<file path="src/rtl/mp64_spinlock.sv">
// rtl/mp64_spinlock.sv - MMIO test-and-set spinlock bank with per-lock lease watchdog
// and bulk release of every lock owned by a core that is being reset.
module mp64_spinlock #(
  parameter int NUM_CORES = 4,
  parameter int NUM_LOCKS = 16,
  parameter int LEASE_W   = 16
) (
  input  logic                 clk,
  input  logic                 rst,
  input  logic                 req,
  input  logic [7:0]           addr,
  input  logic [63:0]          wdata,
  input  logic                 wen,
  input  logic [1:0]           core_id,
  output logic                 ack,
  output logic [63:0]          rdata,
  input  logic [NUM_CORES-1:0] core_rst,
  output logic                 irq
);

  logic [NUM_LOCKS-1:0] held;
  logic [NUM_LOCKS-1:0] expired;
  logic [1:0]           owner [NUM_LOCKS];
  logic [LEASE_W-1:0]   cnt   [NUM_LOCKS];
  logic [1:0]           err;
  logic [LEASE_W-1:0]   lease_limit;

  logic [3:0]  idx;
  logic        is_lock, is_held, is_owner, is_exp, is_err, is_lim, bad_off;
  logic [63:0] owner_flat;
  logic [LEASE_W-1:0] limit_m1;
  logic [NUM_LOCKS-1:0] lock_sel, rel_core, rel_wr, expire, acq, exp_set, exp_clr;
  logic        bad_rel;
  logic [1:0]  err_set, err_clr;
  logic        unused_bits;

  assign unused_bits = ^{addr[2:0], wdata};

  assign idx      = addr[6:3];
  assign is_lock  = !addr[7] && ({1'b0, idx} < 5'(NUM_LOCKS));
  assign is_held  = (addr[7:3] == 5'h10);
  assign is_owner = (addr[7:3] == 5'h11);
  assign is_exp   = (addr[7:3] == 5'h12);
  assign is_err   = (addr[7:3] == 5'h13);
  assign is_lim   = (addr[7:3] == 5'h14);
  assign bad_off  = req && !(is_lock || is_held || is_owner || is_exp || is_err || is_lim);

  assign ack      = req;
  assign irq      = |expired;
  assign limit_m1 = lease_limit - LEASE_W'(1);

  always_comb begin
    owner_flat = '0;
    for (int n = 0; n < NUM_LOCKS; n++) owner_flat[2*n +: 2] = owner[n];
  end

  always_comb begin
    rdata = '0;
    if (req) begin
      if (is_lock) begin
        if (!held[idx])                rdata = core_rst[core_id] ? 64'd1 : 64'd0;
        else if (owner[idx] == core_id) rdata = 64'd2;
        else                            rdata = 64'd1;
      end
      else if (is_held)  rdata = 64'(held);
      else if (is_owner) rdata = owner_flat;
      else if (is_exp)   rdata = 64'(expired);
      else if (is_err)   rdata = 64'(err);
      else if (is_lim)   rdata = 64'(lease_limit);
    end
  end

  // Per-lock events; the ordering in the register block below encodes precedence.
  always_comb begin
    for (int n = 0; n < NUM_LOCKS; n++) begin
      lock_sel[n] = req && is_lock && (idx == 4'(n));
      rel_core[n] = held[n] && core_rst[owner[n]];
      rel_wr[n]   = lock_sel[n] && wen && held[n] && (owner[n] == core_id);
      expire[n]   = held[n] && (lease_limit != '0) && (cnt[n] >= limit_m1);
      acq[n]      = lock_sel[n] && !wen && !held[n] && !core_rst[core_id];
      exp_set[n]  = expire[n] && !rel_core[n] && !rel_wr[n];
    end
  end

  assign bad_rel = req && is_lock && wen && !(held[idx] && (owner[idx] == core_id));
  assign err_set = {bad_off, bad_rel};
  assign err_clr = (req && wen && is_err) ? wdata[1:0] : 2'b00;
  assign exp_clr = (req && wen && is_exp) ? wdata[NUM_LOCKS-1:0] : '0;

  always_ff @(posedge clk or posedge rst) begin
    if (rst) begin
      held        <= '0;
      expired     <= '0;
      err         <= '0;
      lease_limit <= '0;
      for (int n = 0; n < NUM_LOCKS; n++) begin
        owner[n] <= '0;
        cnt[n]   <= '0;
      end
    end else begin
      for (int n = 0; n < NUM_LOCKS; n++) begin
        if (rel_core[n] || rel_wr[n] || expire[n]) begin
          held[n]  <= 1'b0;
          owner[n] <= '0;
          cnt[n]   <= '0;
        end else if (acq[n]) begin
          held[n]  <= 1'b1;
          owner[n] <= core_id;
          cnt[n]   <= '0;
        end else if (held[n] && (lease_limit != '0) && (cnt[n] != '1)) begin
          cnt[n]   <= cnt[n] + LEASE_W'(1);
        end
      end
      // Hardware sets win over a same-cycle software clear.
      expired <= (expired & ~exp_clr) | exp_set;
      err     <= (err & ~err_clr) | err_set;
      if (req && wen && is_lim) lease_limit <= wdata[LEASE_W-1:0];
    end
  end

endmodule

</file>
<file path="config.mk">
export PLATFORM = sky130hd
export DESIGN_NAME = mp64_spinlock
export DESIGN_NICKNAME = d
export VERILOG_FILES = /design/src/rtl/mp64_spinlock.sv
export SDC_FILE = /design/constraint.sdc
export NUM_CORES = 1
export LEC_CHECK = 0
export ABC_AREA = 1
export BUFFER_PORTS_ARGS = -buffer_cell sky130_fd_sc_hd__buf_2
export CORE_ASPECT_RATIO = 0.75
export CORE_MARGIN = 5
export CORE_UTILIZATION = 56
export CTS_CLUSTER_DIAMETER = 30
export DETAILED_ROUTE_END_ITERATION = 7
export MAX_ROUTING_LAYER = met4
export PLACE_DENSITY = 0.79
export SLEW_MARGIN = 10
export SYNTH_ARGS = -nofsm -noshare
export SYNTH_HDL_FRONTEND = slang
export SYNTH_SLANG_ARGS = --single-unit
</file>
<file path="constraint.sdc">
create_clock -name clk -period 13.5 [get_ports clk]
set_input_delay 2.025 -clock clk [delete_from_list [all_inputs] [get_ports clk]]
set_output_delay 2.025 -clock clk [all_outputs]
set_load 0.02 [all_outputs]
</file>
* After elaboration in Yosys (flattened, before gate mapping)
Index checks and enable logic that the tools add are counted.
Storage, ports and cells: flip-flop bits (word level) 338, input bits 82, output and inout bits 66
Cells by class: add/subtract/negate cells 17, $lt $le $gt $ge 35, equal/unequal tests 53, muxes and demuxes 163, bitwise gates (word level) 7, reduce and logical (&&, ||, !) cells 342
Operator list (number):
- $mux W16 | 52
- $add A16 B1 Y16 const B | 16
- $ge A16 B16 Y1 | 16
- $ne A16 B16 Y1 const B | 16
- $logic_and A1 B1 Y1 | 217
- $mux W64 | 2
- $mux W2 | 37
- $mux W32 | 2
- $logic_not A1 Y1 | 53
- $lt A2 B3 Y1 const B | 17
- $mux W1 | 51
- $reduce_bool A3 Y1 | 16
- $logic_or A1 B1 Y1 | 37
- $bmux W1 S2 | 17
- $eq A2 B2 Y1 | 17
- $eq A4 B4 Y1 const B | 8
- $reduce_bool A2 Y1 | 16
- $eq A5 B5 Y1 const B | 5
- $and A16 B16 Y16 | 1
- $eq A4 B3 Y1 const B | 4
- $not A16 Y16 | 1
- $or A16 B16 Y16 | 1
- $reduce_bool A16 Y1 | 1
- $reduce_or A16 Y1 | 1
- other kinds (12) | 13

* Depth between registers and ports, before layout
Gate-level depths: netlist (run 1).
depth in word-level cells 9, depth in mapped cells 21, depth with buffers taken out 21

* Worst setup path after synthesis (run 1)
No wires, ideal clock.
path kind input port to output port, start point input port addr[4], end point output port rdata[12], arrival time 3.643 ns, required time 11.475 ns, path slack 7.832 ns, stages on the path 10, cell sequence nor2_1 inv_1 nor2_1 inv_1 nor2_1 inv_1 buf_2 o211ai_1 o21ai_0 a21oi_1
On the way: cells in the longest elaborated chain, start to end 8, elaborated cells between the ends (all ways) 12, classes of those cells eq/ne (5); mux (7)
Ends and longest elaborated chain:
- start: declaration | RTL line 11 | input logic [7:0] addr,
- $eq A5 B5 Y1 | RTL line 45 | assign is_lim = (addr[7:3] == 5'h14);
- $mux W16 | RTL line 69 | else if (is_lim) rdata = 64'(lease_limit);
- $mux W16 | RTL line 68 | else if (is_err) rdata = 64'(err);
- $mux W16 | RTL line 67 | else if (is_exp) rdata = 64'(expired);
- $mux W32 | RTL line 66 | else if (is_owner) rdata = owner_flat;
- $mux W32 (*) | RTL line 65 | else if (is_held) rdata = 64'(held);
- $mux W64 (*) | RTL line 60 | if (is_lock) begin
- $mux W64 (*) | RTL line 59 | if (req) begin
- end: declaration | RTL line 16 | output logic [63:0] rdata,
Every way passes the cells marked *; elsewhere a longest branch is shown, timed or not.

* Final worst setup path (run 1)
Ends and elaborated chain as after synthesis.

==> results of run 1 <==
synthesized netlist by cell type (6+ instances only):
cell type,instances,share of area
o21ai_1,10,0.0019
clkbuf_1,27,0.0039
a211oi_1,16,0.0047
o21ai_0,168,0.033
nand2_2,29,0.0070
nor3_2,6,0.0023
xor2_1,200,0.068
buf_4,34,0.0099
buf_6,21,0.0092
nand3_1,166,0.032
dfrtp_1,338,0.33
nor2_2,146,0.035
nand2_4,10,0.0044
ha_1,241,0.12
inv_1,350,0.051
nand2_1,619,0.090
nor2_4,11,0.0048
buf_2,10,0.0019
xnor2_1,51,0.017
o211ai_1,15,0.0044
a31o_1,6,0.0020
nor3_1,78,0.015
nor2_1,351,0.051
o22ai_1,17,0.0041
o21bai_1,13,0.0038
nand3_4,14,0.0095
nand4_1,111,0.027
inv_2,13,0.0019
nor4_1,19,0.0046
nand3_2,10,0.0039
a21oi_1,142,0.028
logic make-up (layout without fill, tap and decap cells):
logic type | Yosys count | count (layout) | synth area share
AO/OA/AOI/OAI | 421 | 421 | 0.0923
AND/OR/NAND/NOR | 1592 | 1592 | 0.295
buffers and inverters | 465 | 591 | 0.0806
flip-flops | 338 | 338 | 0.328
other | 1 | 35 | 0.000146
XOR/XNOR | 251 | 251 | 0.0854
multiplexers | 3 | 3 | 0.00121
adder cells (fa/ha/maj) | 241 | 241 | 0.117
worst max-delay path by stage:
stage	from	end	slack, ns	depth (start not counted)
3_5_place_dp	addr[4]	rdata[12]	6.40	11
5_1_grt	addr[4]	rdata[12]	6.05	11
6_report	addr[4]	rdata[12]	6.13	11
4_1_cts	addr[4]	rdata[12]	6.38	11
3_3_place_gp	addr[4]	rdata[12]	6.43	11
2_1_floorplan	rst	cnt[0]$_DFFE_PP0P_	2.11	1
power breakdown:
group | switching (W) | internal [W]
sequential | 0.000155 | 0.00113
combinational | 0.000928 | 0.000441
clock | 0.000636 | 0.00126
total | 0.00172 | 0.00283
tightest hold or removal path, delay by kind of cell, from the launching register on:
family,cells,cell delay [ns]
AND/OR/NAND/NOR,1,0.05
flip-flops,1,0.34
AO/OA/AOI/OAI,1,0.06
metrics by stage:
step	area, µm²	power [W]	hold slack, ns
3_3_place_gp	26500	0.00258	0.471
3_5_place_dp	26500	0.00262	0.474
5_1_grt	29200	0.00479	0.531
4_1_cts	29100	0.00454	0.491
2_1_floorplan	25900	0.00221	0.453
6_report	29200	0.00455	0.492
state kept, by name, indices dropped and copies added (netlist names):
register / count
cnt: 256
owner: 32
expired: 16
held: 16
lease_limit: 16
err: 2
cell usage in the layout (no fill, tap or decap), types with 13 or more instances in the layout:
master | netlist | routed
inv_2 | 13 | 13
clkbuf_16 | 0 | 79
o21bai_1 | 13 | 13
a211oi_1 | 16 | 16
nor4_1 | 19 | 19
dfrtp_1 | 338 | 338
buf_2 | 10 | 64
ha_1 | 241 | 241
xnor2_1 | 51 | 50
o21ai_0 | 168 | 168
o211ai_1 | 15 | 15
xor2_1 | 200 | 192
a21oi_1 | 142 | 141
nand3_1 | 166 | 166
buf_4 | 34 | 16
nor2_2 | 146 | 147
inv_1 | 350 | 349
conb_1 | 1 | 32
o22ai_1 | 17 | 17
nand2_2 | 29 | 29
nand3_4 | 14 | 14
nor3_1 | 78 | 78
nor2_1 | 351 | 350
nand2_1 | 619 | 619
nand4_1 | 111 | 111
final cells by class:
type	instances	area (µm²)
fill	3934	16600
multi-input combinational	2540	15400
sequential	338	8460
clock buffer	92	2110
inverter	369	1400
tap	595	744
clock inverter	49	546
timing repair buffer	81	460
antenna	3	7.51
routing by layer:
metal,vias up,share of wire
li1,11100,-
met2,1034,0.43
met1,10700,0.44
met3,214,0.091
met4,0,0.041
met5,-,0
==> impl_metrics.yaml, run 1 <==
clock_tree:
  hold_buffers: 0
  clkLatencyLatePin_ns: 0.60
  cts_buffer_depth: 3
  clock_sinks: 338
  cts.reportedPaths.clkPinSlew_ns: 0.05
  cts-root-buf: "clkbuf_16"
  htree_levels: 3
  post_cts_buffers: 0
  cts_resized: 0
  numCtsBuffers: 76
  cts_tree: "done"
place:
  gp_congestion: 1.02
  pre_cts_ws_ns: 6.40
  port_buffers: 64
  placed_cells: 3923
  hpwl_mm: 51.2
timing:
  maxSlewHeadroom: 0.122
  setup_viol: 0
  tns_ns: 0
  period_needed_ns: 7.37
  clock_skew_ns: 0.0256
  setup_ws_ns: 6.13
  hold_viol_final: 0
  rsz0062_at_grt: "no"
  finalCritPeriodShare: 0.546
  fmax_mhz: 136
  max_slew.worst_pin.slew_ns: 1.31
  drv_slew: 0
route:
  drt_first_pass_iters: 6
  vias: 23100
  remaining_drc_errors: 0
  wl_mm: 74.3
  wl_per_cell_um: 18.3
  detail-route-antenna-nets: 0
  via_per_inst: 5.69
  drt_iter0_markers: 2190
synth:
  ys_seq_area_frac: 0.328
  syn_area_mm2: 0.0258
  synth_edf_count: 0
  avgSynthCellArea_um2: 7.78
  yosysUniqueCellTypes: 63
  synth_seq_cells: 338
  ys_async_sr_fraction: 1.00
  syn_inst: 3312
  synth_warnings: 0
  synthFlopType: "dfrtp_1"
global_routing:
  grt_util_met3: 0.0560
  grt_use_met2: 0.436
  grt_pass1_vias: 21800
  antenna_found_initial: 3
  grt.busiest_layer: "met2"
  grt_use_met1: 0.415
  overflow: 0
  grt_start_max_net_pins: 178
  grt_pass1_wl_mm: 118
  grt_usage: 0.298
setup_path:
  critPathMaxStageDelay_ns: 0.47
  crit_fanout: 13
  timing.rr.start: "lease_limit[0]$_DFFE_PP0P_"
  crit_required_ns: 11.48
  r2r_slack_ns: 8.72
  cp_num_buf_inv: 5
  r2r-end: "cnt[47]$_DFFE_PP0P_"
  path_cells: "buf_2, nor2_1, inv_1, nor2_1, inv_1, nor2_1, inv_1, o211ai_1, o21ai_0, a21oi_1, buf_2"
  crit_type: "primary input to output port"
  cp_top_family: "buffers and inverters"
  cp_slowest_cell: "nor2_1"
  r2r_cells: 17
  end_kind: "output port"
  worst_ep_arrival_time_ns: 5.35
  start_kind: "primary input"
finish:
  final_nets: 3729
  syn_to_final_growth_pct: 13.2
  drive_above_1_share: 0.140
  finalNonFillerCells: 4067
  final_core_util: 0.637
min_path:
  worstHoldStart: "lease_limit[15]$_DFFE_PP0P_"
  min_to: "lease_limit[15]$_DFFE_PP0P_"
  min_path_cells: 2
  hold_class: "flop to flop"
power:
  peakVddDrop_uv: 107
  power_density_mw_per_mm2: 156
  leakage_nw: 13.9
job:
  cap_violations: 0
floorplanning:
  core_mm2: 0.0458
  num_rows: 68
  dieArea_mm2: 0.0504
  initial_utilization: 0.563
  die_h_um: 196
  die_w_um: 258
  ioPinCount: 148
outcome:
  status: "finished clean"
Note: power is estimated with default switching activity, not from simulation.
==> run 2: changes to the inputs <==
Settings changed: ABC_AREA 1 to 0.
Clock period 13.5 ns to 7.45 ns, I/O delays scaled along.
==> run 2 against run 1 <==
Effect of this change:
- clock power is 88% higher
- sequential power is 130% higher
- die area is 5.1% lower
- critical endpoint is now cnt[124]$_DFFE_PP0P_
==> impl_metrics.yaml, run 2 <==
synth:
  synth_top_cell_by_area: "dfrtp_1"
  yosysUniqueCellTypes: 76
  synth_fa_ha_area_frac: 0.127
  synth_top_family_by_area: "simple AND/OR/NAND/NOR gates"
  synth_edf_count: 0
  yosys.area_share.simple: 0.218
  syn_inst: 2643
  synthFlopType: "dfrtp_1"
  synth_warnings: 0
  synth.area.mux_share: 0.0509
  synth_xor_area_frac: 0.110
  synth_compound_area_frac: 0.107
  synth_seq_cells: 338
  avgSynthCellArea_um2: 9.23
  ys_seq_area_frac: 0.347
  yosysMostFrequentCell: "dfrtp_1"
  yosys-top-cells-count: "338 x dfrtp_1, 325 x nor2_1, 241 x ha_1"
  yosysTopAreaCellShare: 0.347
  ys_async_sr_fraction: 1.00
  ys_top_cells_by_area: "dfrtp_1 35%, ha_1 12%, xnor2_1 5.6%"
  syn_area_mm2: 0.0244
floorplanning:
  ioPinCount: 148
  core_mm2: 0.0432
  die_h_um: 191
  dieArea_mm2: 0.0479
  die_w_um: 251
  num_rows: 66
  initial_utilization: 0.565
finish:
  mostFrequentLayoutCell: "dfrtp_1"
  finalNonFillerCells: 3368
  syn_to_final_growth_pct: 14.9
  top_register: "cnt"
  seqCellArea_mm2: 0.00846
  final_nets: 3047
  reg_top3: "cnt x256, owner x32"
  drive_above_1_share: 0.121
  nFillCells: 3363
  largest_register_ffs: 256
  mostFrequentLayoutCells: "338 x dfrtp_1, 324 x nor2_1, 241 x ha_1"
  multi_input_area_mm2: 0.0152
route:
  wl_per_cell_um: 22.6
  vias: 21300
  wl_mm: 76.1
  via_per_inst: 6.31
  drt_first_pass_iters: 7
  remaining_drc_errors: 0
  detail-route-antenna-nets: 0
  drt_iter0_markers: 2045
timing:
  clock_skew_ns: 0.0184
  tns_ns: 0
  holdWs_ns: 0.493
  maxSlewHeadroom: 0.202
  period_needed_ns: 5.55
  hold_viol_final: 0
  max_slew.worst_pin.slew_ns: 1.19
  setup_viol: 0
  finalCritPeriodShare: 0.745
  drv_slew: 0
  rsz0062_at_grt: "no"
  fmax_mhz: 180
clock_tree:
  cts_buffer_depth: 3
  post_cts_buffers: 0
  cts_tree: "done"
  clkLatencyLatePin_ns: 0.60
  clock_sinks: 338
  cts.reportedPaths.clkPinSlew_ns: 0.05
  hold_buffers: 0
  cts_resized: 0
  htree_levels: 3
  cts-root-buf: "clkbuf_16"
  numCtsBuffers: 76
setup_path:
  r2r_slack_ns: 1.90
  worst_ep_arrival_time_ns: 6.06
  end_kind: "flop"
  start_kind: "flop"
  crit_required_ns: 7.96
  crit_fanout: 16
  crit_type: "flop to flop"
global_routing:
  antenna_found_initial: 5
  grt_pass1_vias: 21100
  grt_usage: 0.321
  grt_start_max_net_pins: 158
  overflow: 0
  grt_pass1_wl_mm: 118
place:
  gp_congestion: 1.04
  hpwl_mm: 53.0
  placed_cells: 3223
  port_buffers: 64
power:
  leakage_nw: 12.7
  power_density_mw_per_mm2: 347
  peakVddDrop_uv: 280
min_path:
  hold_class: "primary input to asynchronous set/reset pin"
job:
  cap_violations: 0
outcome:
  status: "finished clean"
## run 2: report_power, final
group	switching (W)	internal (W)	total [W]
Clock	0.00115	0.00240	0.00355
Sequential	0.000635	0.00227	0.00290
Combinational	0.00192	0.00136	0.00328
## run 2: per-stage QoR
step,cell area [µm²],utilization,power (W),setup slack [ns]
floorplan,24500,-,0.00502,1.81
global placement,25300,0.585,0.00582,2.12
detailed placement,25300,0.585,0.00607,1.99
CTS,28000,0.648,0.00968,1.95
global route,28000,0.649,0.0103,1.70
finish,28000,0.649,0.00973,1.90
## run 2: logic make-up after synthesis
group	Yosys count
other	1
multiplexers	82
XOR/XNOR	303
buffers and inverters	208
AO/OA/AOI/OAI	380
flip-flops	338
adder cells (fa/ha/maj)	249
AND/OR/NAND/NOR	1082
## run 2: final cells by class
| type | count | share of cell area |
|---|---|---|
| antenna | 5 | 0.000447 |
| clock inverter | 43 | 0.0226 |
| inverter | 78 | 0.0106 |
| multi-input combinational | 2128 | 0.542 |
| tap | 578 | 0.0258 |
| timing repair buffer | 102 | 0.0225 |
| sequential | 338 | 0.302 |
| clock buffer | 96 | 0.0738 |
## run 2: per-layer routing
metal,up-vias,global-route usage,wire length (µm)
li1,9616,-,-
met1,10400,0.430,32000
met2,999,0.480,33500
met3,219,0.0757,7590
met4,0,0.119,2970
met5,-,-,0
## run 2: path summary, 6_finish.rpt
path / start / to / cells after the start
setup / recovery: lease_limit[2]$_DFFE_PP0P_ / cnt[124]$_DFFE_PP0P_ / 14
hold / removal: rst / cnt[0]$_DFFE_PP0P_ / 2
setup reg to reg: lease_limit[2]$_DFFE_PP0P_ / cnt[124]$_DFFE_PP0P_ / 14
hold reg to reg: err[0]$_DFF_PP0_ / err[0]$_DFF_PP0_ / 1
max in group asynchronous: rst / cnt[226]$_DFFE_PP0P_ / 5
min in group clk: err[0]$_DFF_PP0_ / err[0]$_DFF_PP0_ / 1
## run 2: worst max-delay path, cell delays in order, from the launching register on
cell and delay [ns]:
dfrtp_1 0.47, or4_1 0.73, or3_1 0.68, or4_1 0.55, xor2_2 0.15, buf_4 0.36
ha_1 0.32, a21o_1 0.16, a21o_1 0.18, a21o_1 0.19, a311o_1 0.34, a22o_1 0.21
a41o_1 0.24, or2_1 0.63, nor2_1 0.25
